$ cat src/rtl/operand_entry.sv
// operand_entry: builds the 32-bit ALU operands A and B one byte at a time from the
// data switches. A debounced LOAD press writes SW into the next byte. A debounced CLR
// press zeroes both operands.

// Per-button conditioning: a 2-FF synchronizer, then a debounce counter, then a
// registered single-cycle press pulse.
module operand_entry_db #(
  parameter int DEBOUNCE_CYCLES = 500000,
  parameter int CNT_W           = 20
) (
  input  logic clk,
  input  logic rst,
  input  logic btn,
  output logic press
);
  logic             s1, s2, db, db_q;
  logic [CNT_W-1:0] cnt;

  // Synchronize, accept a new level after DEBOUNCE_CYCLES stable samples, then edge-detect.
  always_ff @(posedge clk or posedge rst) begin
    if (rst) begin
      s1 <= 1'b0; s2 <= 1'b0; db <= 1'b0; db_q <= 1'b0;
      press <= 1'b0; cnt <= '0;
    end else begin
      s1    <= btn;
      s2    <= s1;
      db_q  <= db;
      press <= db & ~db_q;
      if (s2 == db)
        cnt <= '0;
      else if (cnt == CNT_W'(DEBOUNCE_CYCLES - 1)) begin
        db  <= s2;
        cnt <= '0;
      end else
        cnt <= cnt + 1'b1;
    end
  end
endmodule

module operand_entry #(
  parameter int DEBOUNCE_CYCLES = 500000,
  parameter int CNT_W           = 20
) (
  input  logic        clk,
  input  logic        rst,
  input  logic [7:0]  SW,
  input  logic        BTN_LOAD,
  input  logic        BTN_CLR,
  output logic [31:0] A,
  output logic [31:0] B,
  output logic [1:0]  BYTE_IDX,
  output logic        SEL_B,
  output logic        VALID,
  output logic        LOAD_ACK
);
  typedef enum logic [1:0] {ENTER_A, ENTER_B, DONE} state_t;

  state_t      state, state_n;
  logic [31:0] a_n, b_n;
  logic [1:0]  idx_n;
  logic        ack_n;
  logic [1:0]  raw, press;

  // Bit 0 is LOAD and bit 1 is CLR. Both buttons use the same debouncer.
  assign raw = {BTN_CLR, BTN_LOAD};

  operand_entry_db #(
    .DEBOUNCE_CYCLES(DEBOUNCE_CYCLES),
    .CNT_W          (CNT_W)
  ) u_db [1:0] (
    .clk  (clk),
    .rst  (rst),
    .btn  (raw),
    .press(press)
  );

  // State and operand registers. SEL_B and VALID are registered with the state.
  always_ff @(posedge clk or posedge rst) begin
    if (rst) begin
      state    <= ENTER_A;
      A        <= '0;
      B        <= '0;
      BYTE_IDX <= '0;
      SEL_B    <= 1'b0;
      VALID    <= 1'b0;
      LOAD_ACK <= 1'b0;
    end else begin
      state    <= state_n;
      A        <= a_n;
      B        <= b_n;
      BYTE_IDX <= idx_n;
      SEL_B    <= (state_n == ENTER_B);
      VALID    <= (state_n == DONE);
      LOAD_ACK <= ack_n;
    end
  end

  // Next-state logic. CLR takes priority and discards a LOAD press on the same edge.
  always_comb begin
    state_n = state;
    a_n     = A;
    b_n     = B;
    idx_n   = BYTE_IDX;
    ack_n   = 1'b0;
    if (press[1]) begin
      a_n     = '0;
      b_n     = '0;
      state_n = ENTER_A;
      idx_n   = '0;
    end else if (press[0]) begin
      case (state)
        ENTER_A: begin
          a_n[{BYTE_IDX, 3'b000} +: 8] = SW;
          ack_n = 1'b1;
          idx_n = BYTE_IDX + 2'd1;
          if (BYTE_IDX == 2'd3) state_n = ENTER_B;
        end
        ENTER_B: begin
          b_n[{BYTE_IDX, 3'b000} +: 8] = SW;
          ack_n = 1'b1;
          idx_n = BYTE_IDX + 2'd1;
          if (BYTE_IDX == 2'd3) state_n = DONE;
        end
        default: begin
          // A press in DONE starts a new entry round. It writes nothing, and the old
          // values remain until later presses overwrite them.
          state_n = ENTER_A;
          idx_n   = '0;
        end
      endcase
    end
  end
endmodule

$ cat config.mk
export PLATFORM = sky130hd
export DESIGN_NAME = operand_entry
export DESIGN_NICKNAME = d
export VERILOG_FILES = /design/src/rtl/operand_entry.sv
export SDC_FILE = /design/constraint.sdc
export NUM_CORES = 1
export LEC_CHECK = 0
export ABC_AREA = 1
export BUFFER_PORTS_ARGS = -buffer_cell sky130_fd_sc_hd__buf_2
export CORE_ASPECT_RATIO = 0.6
export CORE_UTILIZATION = 25
export DETAILED_ROUTE_END_ITERATION = 10
export SLEW_MARGIN = 20
export SYNTH_ARGS = -nofsm -noshare
export SYNTH_HDL_FRONTEND = slang
export SYNTH_SLANG_ARGS = --single-unit
$ cat constraint.sdc
create_clock -name clk -period 5.3 [get_ports clk]
set_input_delay 1.06 -clock clk [delete_from_list [all_inputs] [get_ports clk]]
set_output_delay 1.06 -clock clk [all_outputs]
set_load 0.01 [all_outputs]
# Yosys cells after proc, flatten, opt, wreduce, memory -nomap -nowiden
# Index checks and enable logic that the tools add are counted.
[word_totals]
register_bits = 121
inputBits = 12
out_inout_bits = 69
wordCells = 71
[op_classes]
add_sub_neg = 4
n_eq_ne = 8
shift = 2
mux = 23
bitwise = 6
reduce_logical = 9
[ops]
columns = ["cell", "count"]
rows = [
  ["32-bit 2-to-1 mux", 6],
  ["20-bit 2-to-1 mux", 4],
  ["32-bit bitwise mux", 2],
  ["20-bit by 1-bit adder with 20-bit output, second input constant", 2],
  ["20-bit by 19-bit equality test with 1-bit output, second input constant", 2],
  ["8-bit by 7-bit variable shift with 32-bit output, first input constant", 1],
  ["8-bit by 7-bit variable part select with 32-bit output", 1],
  ["2-bit 2-to-1 mux", 7],
  ["2-bit AND reduction", 4],
  ["5-bit negator with 7-bit output", 1],
  ["2-bit nonzero test", 3],
  ["2-bit by 1-bit equality test with 1-bit output, second input constant", 2],
  ["2-bit equality test, second input constant", 2],
  ["1-bit inverter", 4],
  ["2-bit one-hot mux with 2 select lines", 1],
  ["1-bit 2-to-1 mux", 3],
  ["2-bit by 1-bit adder with 2-bit output, second input constant", 1],
  ["1-bit bitwise AND", 2],
  ["1-bit equality test", 2],
  ["2-bit logical NOT", 1],
  ["2-bit OR reduction", 1],
]

# Logic depth before layout (Yosys ltp)
[depth]
ltp_word = 6
ltp_mapped = 9
ltp_nobuf = 9

# Cells and area by module
# From an unflattened synthesis, not the netlist that was laid out.
[unflattened]
hier_cells = 743
area_unflattened_um2 = 5952.0
[modules_own_cells]
columns = ["module", "instances", "cells_each", "area_each_um2"]
rows = [
  ["operand_entry", 1, 385, 3161.8],
  ["operand_entry_db", 2, 179, 1395.1],
]

# Least setup slack after synthesis
# OpenSTA, ideal clock, no wires.
[synth_timing]
path_type = "register to register"
start = "register BYTE_IDX[0]"
end = "register A[0]"
setup_time_ns = 0.074
arrival_ns = 1.608
t_required_ns = 5.226
path_slack_ns = 3.618
stages_incl_launch_ff = 8
n_path_buf = 0
path_cell_list = "dfrtp_1 > inv_1 > ha_1 > inv_1 > nand2_1 > nor3_1 > nand2_1 > o21ai_2"
[synth_via]
elab_chain_cells = 6
word_cells_on_any_way = 7
cone_classes = "add/sub: 1; shift: 2; mux: 4"
[synth_lines]
columns = ["item", "line", "text"]
rows = [
  ["start: declaration", "51", "output logic [1:0] BYTE_IDX,"],
  ["start signal: assignment", "91", "BYTE_IDX <= idx_n;"],
  ["5-bit negator with 7-bit output (*)", "113", "a_n[{BYTE_IDX, 3'b000} +: 8] = SW;"],
  ["8-bit by 7-bit variable part select with 32-bit output / 8-bit by 7-bit variable shift with 32-bit output (equally long branches)", "113", ""],
  ["32-bit bitwise mux (*)", "113", ""],
  ["32-bit 2-to-1 mux (*)", "111", "case (state)"],
  ["32-bit 2-to-1 mux (*)", "110", "end else if (press[0]) begin"],
  ["32-bit 2-to-1 mux (*)", "105", "if (press[1]) begin"],
  ["end signal: assignment", "89", "A <= a_n;"],
  ["end: declaration", "49", "output logic [31:0] A,"],
]
# Every way passes the cells marked *; elsewhere a longest branch is shown, timed or not. The select of a mux whose other input is x is not followed.
# A chain may end at the register's enable or synchronous reset.

# Worst setup path after layout
[layout_timing]
start = "register BYTE_IDX[0]"
end = "output BYTE_IDX[0]"
# No word-level cell between the ends.

==> results.sh <==
export IMPL_vias=4872
export IMPL_port_buffers=80
export IMPL_synth_warnings=0
export IMPL_crit_buf_inv=1
export IMPL_crit_fanout=5
export IMPL_clkLatencyLatePin_ns=0.41
export IMPL_numCtsBuffers=17
export IMPL_hold_buffers=0
export IMPL_cts_tree="built"
export IMPL_ys_seq_elements=121
export IMPL_async_flop_share_pct=100.0
export IMPL_synthAdderAreaFrac_pct=1.468
export IMPL_drt_initial_drc_count=322
export IMPL_leakage_nw=3.269
export IMPL_die_y_um=121.7
export IMPL_worstPathArrival_ns=0.99
export IMPL_tightest_slew_ns=0.6765
export IMPL_synth_compound_area_share_pct=9.268
export IMPL_hold_start="u_db[1].db_q"
export IMPL_antenna_found_initial=0
export IMPL_synth_xor_area_share_pct=2.642
export IMPL_total_power_mw=2.068
export IMPL_path_clk_slew_ns=0.06
export IMPL_worstSetupPathType="reg -> out"
export IMPL_setup_viol=0
export IMPL_fin_nets=834
export IMPL_n_fill_cell=2497
export IMPL_area_growth_pct=21.07
export IMPL_fin_crit_ns=2.054
export IMPL_n_antenna_cell=0
export IMPL_drv_cap=0
export IMPL_cts_root_buf="clkbuf_16"
export IMPL_fp_coreArea_mm2=0.02324
export IMPL_clock_skew_ns=0.01030
export IMPL_avgRoutedWirePerCell_um=13.03
export IMPL_syn_nets=744
export IMPL_grt_util_all_layers_pct=12.85
export IMPL_syn_avg_cell_area_um2=8.230
export IMPL_dp_hpwl_um=11070
export IMPL_syn_cell_area_mm2=0.005967
export IMPL_hold_ws_ns=0.3881
export IMPL_synthMuxAreaShare_pct=0
export IMPL_end_kind="output pin"
export IMPL_cts_sinks=121
export IMPL_gr_total_overflow=0
export IMPL_power_frac_comb_pct=2.3
export IMPL_worst_hold_path_type="reg -> reg"
export IMPL_ant_nets=0
export IMPL_fp_row_count=43
export IMPL_htreeDepth=4
export IMPL_boundaryPins=81
export IMPL_synthCells=725
export IMPL_fmax_mhz=486.8
export IMPL_synth_simple_area_share_pct=25.85
export IMPL_gp_congestion=0.8739
export IMPL_finalHoldViolCount=0
export IMPL_synth_edff_count=0
export IMPL_pwr_share_clk_pct=52.5
export IMPL_fin_tns_setup_ns=0
export IMPL_crit_family="flip-flops"
export IMPL_startpoint="BYTE_IDX[0]"
export IMPL_p_int_mw=1.561
export IMPL_slowest_stage="dfrtp_1"
export IMPL_synth_cell_types=29
export IMPL_synthFlopType="dfrtp_1"
export IMPL_design_die_area_mm2=0.02451
export IMPL_drc=0
export IMPL_power_switching_mw=0.5063
export IMPL_cpPeakStageDelay_ns=0.42
export IMPL_dieWidth_um=201.5
export IMPL_peakVddDrop_mv=0.1616
export IMPL_grt_pass1_vias=4475
export IMPL_cts_buffer_depth=2
export IMPL_period_share_pct=38.76
export IMPL_rsz0062_at_grt="no"
export IMPL_grt_pass1_wl_um=24500
export IMPL_grt_max_degree=56
export IMPL_yosysSeqAreaShare_pct=50.74
export IMPL_drt_vias_per_instance=4.262
export IMPL_path_cells="buf_2"
export IMPL_drt_pass1_iter_count=5
export IMPL_run_status="complete, no violations"
export IMPL_cts_resized_gates=0
export IMPL_drv_slew=0
export IMPL_start_util_pct=25.67
export IMPL_wl_um=14890
export IMPL_worstReg2RegStart="BYTE_IDX[0]"
export IMPL_synth_top_family_by_area="simple AND/OR/NAND/NOR gates"
export IMPL_sw_frac_of_total_pct=24.49
export IMPL_post_cts_buffers=0
export IMPL_cellPowerDensity_mw_per_mm2=286.2
export IMPL_slew_headroom_pct=54.90
export IMPL_critPathLaunchType="flip-flop"
export IMPL_layout_drive_gt1_share_pct=17.51
export IMPL_seq_power_share_pct=45.2
export IMPL_crit_required_ns=4.24
[cells in the final DEF (no fill, tap or decap), drive strengths merged, types with 6 or more instances in the layout]
master,instances
nand4,6
nand2,157
nor3,34
o21ai,82
ha,7
nor2,116
buf,83
clkinv,6
inv,132
nand3,38
clkbuf,18
xor2,12
xnor2,6
dfrtp,121
[final cells by class]
type	count	area, um^2	share of cell area, %
inverters	126	478.0	6.616
repair buffers	83	422.9	5.854
clock inverters	14	113.9	1.576
flip-flops and latches	121	3028	41.91
multi-input cells	466	2349	32.51
clock buffers	18	439.2	6.079
well taps	315	394.1	5.455
[power by group through the flow]
stage	Clock [mW]	Sequential [mW]	Combinational (mW)
detailed placement	0	0.950	0.0501
CTS	1.11	0.934	0.0503
global route	1.15	0.934	0.0562
floorplan	0	0.949	0.0294
finish	1.09	0.934	0.0486
global placement	0	0.950	0.0498
[layer usage]
metal	track usage (%)	up-vias	routed length [um]
met3	2.809	10	897
li1	-	2435	-
met5	0	-	0
met4	3.504	0	101
met1	20.03	2268	8035
met2	17.39	159	5857
[sequential cells by signal, indices dropped and copies added, names as in the netlist]
name        flops
B              32
u_db.s1         2
A              32
u_db.db_q       2
u_db.db         2
state           2
VALID           1
BYTE_IDX        2
u_db.press      2
u_db.s2         2
LOAD_ACK        1
u_db.cnt       40
SEL_B           1
[worst paths after layout]
| kind | to | slack [ns] | depth (start not counted) |
|---|---|---|---|
| min in group asynchronous | u_db[1].s1 | 0.62 | 2 |
| max reg2reg | B[6] | 3.30 | 7 |
| min reg2reg | u_db[1].press | 0.39 | 1 |
| max in group asynchronous | u_db[0].cnt[5] | 3.68 | 3 |
| min | u_db[1].press | 0.39 | 1 |
| max | BYTE_IDX[0] | 3.25 | 1 |
[through the flow]
| step | std cells | util (%) | setup WS, ns | cell area, um^2 |
|---|---|---|---|---|
| 4_1_cts | 1143 | 31.05 | 3.227 | 7217 |
| 2_1_floorplan | 725 | - | 1.026 | 5967 |
| 3_5_place_dp | 1111 | 28.67 | 3.165 | 6664 |
| 3_3_place_gp | 1111 | 28.67 | 3.177 | 6664 |
| 5_1_grt | 1143 | 31.08 | 3.115 | 7224 |
| 6_report | 1143 | 31.08 | 3.246 | 7224 |
[cell families (layout without fill, tap and decap cells)]
kind of cell | count (synthesis) | in the layout
AND/OR/NAND/NOR | 355 | 355
buffers and inverters | 138 | 241
flip-flops | 121 | 121
AO/OA/AOI/OAI | 86 | 86
XOR/XNOR | 18 | 18
adder cells (fa/ha/maj) | 7 | 7
[worst register-to-register path, cell delays in order, from the launching register on]
cell	delay, ns
dfrtp_1	0.42
inv_1	0.23
ha_1	0.38
inv_1	0.16
nand2_1	0.18
nor3_1	0.36
nand2_1	0.09
o21ai_0	0.10
[synth_stat cells (5+ instances only)]
| cell type | instances | share of area (%) |
|---|---|---|
| nand3_4 | 5 | 1.5 |
| o21ai_4 | 8 | 2.2 |
| nand2_1 | 156 | 9.8 |
| nand3_1 | 33 | 2.8 |
| dfrtp_1 | 121 | 51 |
| inv_1 | 124 | 7.8 |
| o21ai_0 | 63 | 5.3 |
| xor2_1 | 12 | 1.8 |
| xnor2_1 | 6 | 0.88 |
| buf_6 | 8 | 1.5 |
| o21ai_2 | 8 | 1.2 |
| nor3_1 | 34 | 2.9 |
| nor2_1 | 113 | 7.1 |
| ha_1 | 7 | 1.5 |
| nand4_1 | 6 | 0.63 |
(Power assumes the default switching activity.)
